`config.mk`:
```
export PLATFORM = sky130hd
export DESIGN_NAME = rom_reader
export DESIGN_NICKNAME = d
export VERILOG_FILES = /design/src/rtl/rom_reader.sv
export SDC_FILE = /design/constraint.sdc
export NUM_CORES = 1
export LEC_CHECK = 0
export ABC_AREA = 1
export CAP_MARGIN = 10
export CORE_UTILIZATION = 42
export CTS_CLUSTER_DIAMETER = 80
export DETAILED_ROUTE_END_ITERATION = 6
export PLACE_DENSITY = 0.72
export SYNTH_ARGS = -nofsm -noshare
export SYNTH_HDL_FRONTEND = slang
export SYNTH_SLANG_ARGS = --single-unit
```
`constraint.sdc`:
```
create_clock -name clk -period 1.6 [get_ports clk]
set_clock_uncertainty 0.05 [all_clocks]
set_input_delay 0.32 -clock clk [delete_from_list [all_inputs] [get_ports clk]]
set_output_delay 0.32 -clock clk [all_outputs]
set_load 0.05 [all_outputs]
```
`src/rtl/rom_reader.sv`:
```
// rom_reader: walks base..base+count-1 on a 1-cycle-latency ROM and emits the words as a valid/ready stream.
// Define ROM_READER_LOOP_EN to add the 'loop' input that restarts the burst seamlessly instead of ending it.
`timescale 1ns/1ps
module rom_reader #(
  parameter int WIDTH = 8,
  parameter int DEPTH = 4096,
  localparam int AW = $clog2(DEPTH)
) (
  input  logic             clk,
  input  logic             rst,
  input  logic             start,
  input  logic [AW-1:0]    base,
  input  logic [AW:0]      count,
  output logic             busy,
  output logic             done,
  output logic             rom_en,
  output logic [AW-1:0]    rom_addr,
  input  logic [WIDTH-1:0] rom_data,
  output logic             out_valid,
  input  logic             out_ready,
`ifdef ROM_READER_LOOP_EN
  input  logic             loop,
`endif
  output logic [WIDTH-1:0] out_data,
  output logic             out_last,
  output logic             dbg_state
);

  // Stream contract: a beat transfers on a cycle with out_valid && out_ready; while
  // out_valid is high and out_ready low, no read is issued so the ROM holds out_data.
  typedef enum logic {S_IDLE = 1'b0, S_RUN = 1'b1} state_t;

  state_t        r_state;
  logic [AW-1:0] r_addr;
  logic [AW:0]   r_rem;
  logic          r_valid;
  logic          r_last;
  logic          r_busy;
  logic          r_done;

  logic          w_accept;
  logic          w_end;
  logic          w_reload;
  logic          w_issue;
  logic [AW-1:0] w_issue_addr;
  logic [AW-1:0] w_next_addr;
  logic [AW:0]   w_issue_rem;

  assign w_accept = r_valid && out_ready;
  assign w_end    = (r_state == S_RUN) && w_accept && r_last;

`ifdef ROM_READER_LOOP_EN
  logic [AW-1:0] r_base;
  logic [AW:0]   r_count;

  // On a looping end-of-burst the next read uses the reloaded range in the same cycle.
  assign w_reload     = w_end && loop;
  assign w_issue_addr = w_reload ? r_base  : r_addr;
  assign w_issue_rem  = w_reload ? r_count : r_rem;
`else
  assign w_reload     = 1'b0;
  assign w_issue_addr = r_addr;
  assign w_issue_rem  = r_rem;
`endif

  assign w_issue     = (r_state == S_RUN) && (w_issue_rem != '0) && (!r_valid || out_ready);
  assign w_next_addr = (w_issue_addr == AW'(DEPTH - 1)) ? '0 : w_issue_addr + 1'b1;

  always_ff @(posedge clk or posedge rst) begin
    if (rst) begin
      r_state <= S_IDLE;
      r_addr  <= '0;
      r_rem   <= '0;
      r_valid <= 1'b0;
      r_last  <= 1'b0;
      r_busy  <= 1'b0;
      r_done  <= 1'b0;
`ifdef ROM_READER_LOOP_EN
      r_base  <= '0;
      r_count <= '0;
`endif
    end else begin
      r_done <= 1'b0;
      case (r_state)
        S_IDLE: begin
          if (start) begin
            if (count != '0) begin
              r_state <= S_RUN;
              r_busy  <= 1'b1;
              r_addr  <= base;
              r_rem   <= count;
`ifdef ROM_READER_LOOP_EN
              r_base  <= base;
              r_count <= count;
`endif
            end else begin
              r_done <= 1'b1;
            end
          end
        end
        S_RUN: begin
          if (w_issue) begin
            r_addr  <= w_next_addr;
            r_rem   <= w_issue_rem - 1'b1;
            r_valid <= 1'b1;
            r_last  <= (w_issue_rem == (AW+1)'(1));
          end else if (w_accept) begin
            r_valid <= 1'b0;
            r_last  <= 1'b0;
          end
          if (w_end && !w_reload) begin
            r_state <= S_IDLE;
            r_busy  <= 1'b0;
            r_done  <= 1'b1;
          end
        end
        default: r_state <= S_IDLE;
      endcase
    end
  end

  assign rom_en    = w_issue;
  assign rom_addr  = w_issue_addr;
  assign out_valid = r_valid;
  assign out_last  = r_last;
  assign out_data  = rom_data;
  assign busy      = r_busy;
  assign done      = r_done;
  assign dbg_state = (r_state == S_RUN);

endmodule

```
==> results.sh <==
export IMPL_outcome="finished, violations left"
export IMPL_violations="negative setup slack"
export IMPL_pwr_share_seq_pct=49.2
export IMPL_synth_cells=355
export IMPL_h_tree_depth=2
export IMPL_finalHoldViolations=0
export IMPL_synth_cell_types=27
export IMPL_syn_area_um2=2220
export IMPL_crit_start="r_rem[2]"
export IMPL_ff2ff_setup_slack_ps=-170
export IMPL_cts_tree="done"
export IMPL_arrival_ps=1480
export IMPL_powerDensity_nw_per_um2=439
export IMPL_yosysSeqAreaShare_pct=33.9
export IMPL_synth_main_ff_cell="dfrtp_1"
export IMPL_fin_cells=511
export IMPL_diodes=0
export IMPL_yosysTopAreaCell="dfrtp_1"
export IMPL_synth_top_cell_area_share_pct=33.9
export IMPL_synth_area_leaders="dfrtp_1, nand2_1, nand3_1"
export IMPL_rsz0062_at_grt="yes"
export IMPL_peakVddDrop_uv=438
export IMPL_synth_most_common_cell="nand2_1"
export IMPL_synth_compound_area_share_pct=6.43
export IMPL_intPower_uw=1200
export IMPL_syn_area_per_cell_um2=6.25
export IMPL_clk_latency_ps=290
export IMPL_crit_type="reg -> out"
export IMPL_cp_end_kind="output port"
export IMPL_maxSlewHeadroom_pct=73.2
export IMPL_drc=0
export IMPL_ant_nets=0
export IMPL_r2r_start="r_rem[2]"
export IMPL_swShare_pct=22.6
export IMPL_setup_viol=26
export IMPL_final_core_util_pct=69.3
export IMPL_switching_power_uw=350
export IMPL_synth_fa_ha_area_share_pct=2.26
export IMPL_rr_worst_depth=11
export IMPL_rows=26
export IMPL_start_util_pct=43.4
export IMPL_synthMuxAreaShare_pct=0
export IMPL_post_dp_hpwl_um=4430
export IMPL_yosysWarnings=0
export IMPL_worst_pin_slew_ps=402
export IMPL_io_buffer_count=46
export IMPL_dieHeight_um=74.7
export IMPL_grt_pass1_vias=2388
export IMPL_required_ps=1230
export IMPL_fin_setup_tns_ps=-4110
export IMPL_startpoint_type="register"
export IMPL_clk_pin_slew_ps=70
export IMPL_clockPowerShare_pct=41.5
export IMPL_pin_count=63
export IMPL_core_um2=5110
export IMPL_clock_sinks=30
export IMPL_fin_nets=481
export IMPL_power_frac_comb_pct=9.2
export IMPL_dr_pass1_iters=5
export IMPL_cts_root_buf="clkbuf_8"
export IMPL_synth_common_cells="nand2_1, nand3_1, inv_1"
export IMPL_async_flop_share_pct=100
export IMPL_holdCritPathClass="in -> async"
export IMPL_grt_util_all_layers_pct=24.4
export IMPL_syn_to_final_growth_pct=59.5
export IMPL_synth_seq_cells=30
export IMPL_die_w_um=74.7
export IMPL_antenna_found_initial=0
export IMPL_numCtsBuffers=5
export IMPL_maxSlewViolCount=0
export IMPL_drt_wl_total_um=7200
export IMPL_die_area_um2=5570
export IMPL_avgRoutedWirePerCell_um=14.1
export IMPL_syn_num_nets=396
export IMPL_pre_cts_ws_ps=-372
export IMPL_grt_remaining_overflow=0
export IMPL_postCtsHoldBufs=0
export IMPL_finalWorstSetupSlack_ps=-250
export IMPL_fmax_mhz=541
export IMPL_r2r_end="rom_addr[4]"
export IMPL_cp_max_fo=2
export IMPL_dp_cells=487
export IMPL_gp_congestion=0.894
export IMPL_synth_edf_count=0
export IMPL_vias_per_cell=5.31
export IMPL_synth_top_family_by_area="simple AND/OR/NAND/NOR gates"
export IMPL_cap_violations=0
export IMPL_p_leak_uw=0.00175
export IMPL_grt_first_pass_wirelength_um=10300
export IMPL_final_layout_size_suffix_gt1_share_pct=28.1
export IMPL_drt_iter0_drc=225
export IMPL_n_fill_cell=412
export IMPL_grt_max_degree=31
export IMPL_clockBufferDepth=2
export IMPL_vias=2711
export IMPL_yosys_area_share_simple_pct=44.8
export IMPL_synth_xor_area_share_pct=0.790
export IMPL_timing_final_crit_period_ps=1850
export IMPL_final_period_utilization_pct=116
## power groups by stage
stage          logic [uW]  clock network [uW]  registers [uW]
4_1_cts               144                 646             764
3_3_place_gp          142                   0             778
3_5_place_dp          143                   0             778
2_1_floorplan        75.8                   0             785
6_report              143                 645             764
5_1_grt               155                 684             764
## routing by layer
metal  share of wire [%]  global-route usage, %  wire, um  vias to the layer above
met3                 7.2                   4.28       521                       31
li1                    -                      -         -                     1273
met5                   0                      0         0                        -
met2                  51                   42.7      3700                      145
met4                 3.2                   9.64       230                        0
met1                  38                   29.8      2750                     1262
## metrics by stage
stage / power (uW) / cell area [um^2] / hold WS, ps
after floorplan: 861 / 2230 / 360
after global placement: 920 / 3110 / 404
after detailed placement: 922 / 3110 / 409
after CTS: 1550 / 3270 / 346
after global routing: 1600 / 3540 / 374
final: 1550 / 3540 / 338
## registers in the layout, indices dropped and copies added (netlist names)
| name | flops |
|---|---|
| out_valid | 1 |
| dbg_state | 1 |
| rom_addr | 12 |
| busy | 1 |
| out_last | 1 |
| r_rem | 13 |
| done | 1 |
## final cells by class
cell class	instances	area, um^2	area share, %
Tap cell	70	87.6	2.48
Timing Repair Buffer	94	1080	30.5
Multi-Input combinational cell	271	1380	39.0
Sequential cell	30	759	21.5
Clock buffer	8	90.1	2.55
Inverter	38	143	4.03
## cell usage in the layout (no fill, tap or decap), types with 9 or more instances in the layout
| master | count |
|---|---|
| nand3_2 | 9 |
| nand2_2 | 9 |
| clkdlybuf4s50_1 | 27 |
| buf_4 | 40 |
| dfrtp_1 | 23 |
| o21ai_0 | 18 |
| nand3_1 | 31 |
| buf_12 | 21 |
| inv_1 | 33 |
| nand2_1 | 143 |
| nor2_1 | 22 |
| nor2_2 | 10 |
## critical path: stages, from the launching register on
cell     delay, ps
dfrtp_1        390
nor2_2         150
nand2_1         90
nor2_2         180
nand2_2        120
nand3_4         80
inv_2           40
buf_12         140
## kinds of logic after synthesis
family	after synthesis
adders and majority gates	4
xor gates and xnor gates	2
and+or+nand+nor	236
AOI/OAI and AO/OA	27
buffers and inverters	56
DFF	30
## worst max path at each step
stage	end	slack, ps	cells past startpoint
2_1_floorplan	rom_addr[9]	4	9
3_3_place_gp	rom_addr[1]	-360	9
3_5_place_dp	r_rem[11]	-370	9
4_1_cts	rom_en	-200	7
5_1_grt	rom_en	-330	7
6_report	rom_en	-250	7
## repair_timing
action,in CTS,in global routing
cloned,0,3
pin swaps,4,14
gates resized for setup,7,39
endpoints found under the setup margin,26,26
setup buffers,7,7
No activity file was read; power rests on OpenSTA's default activity.
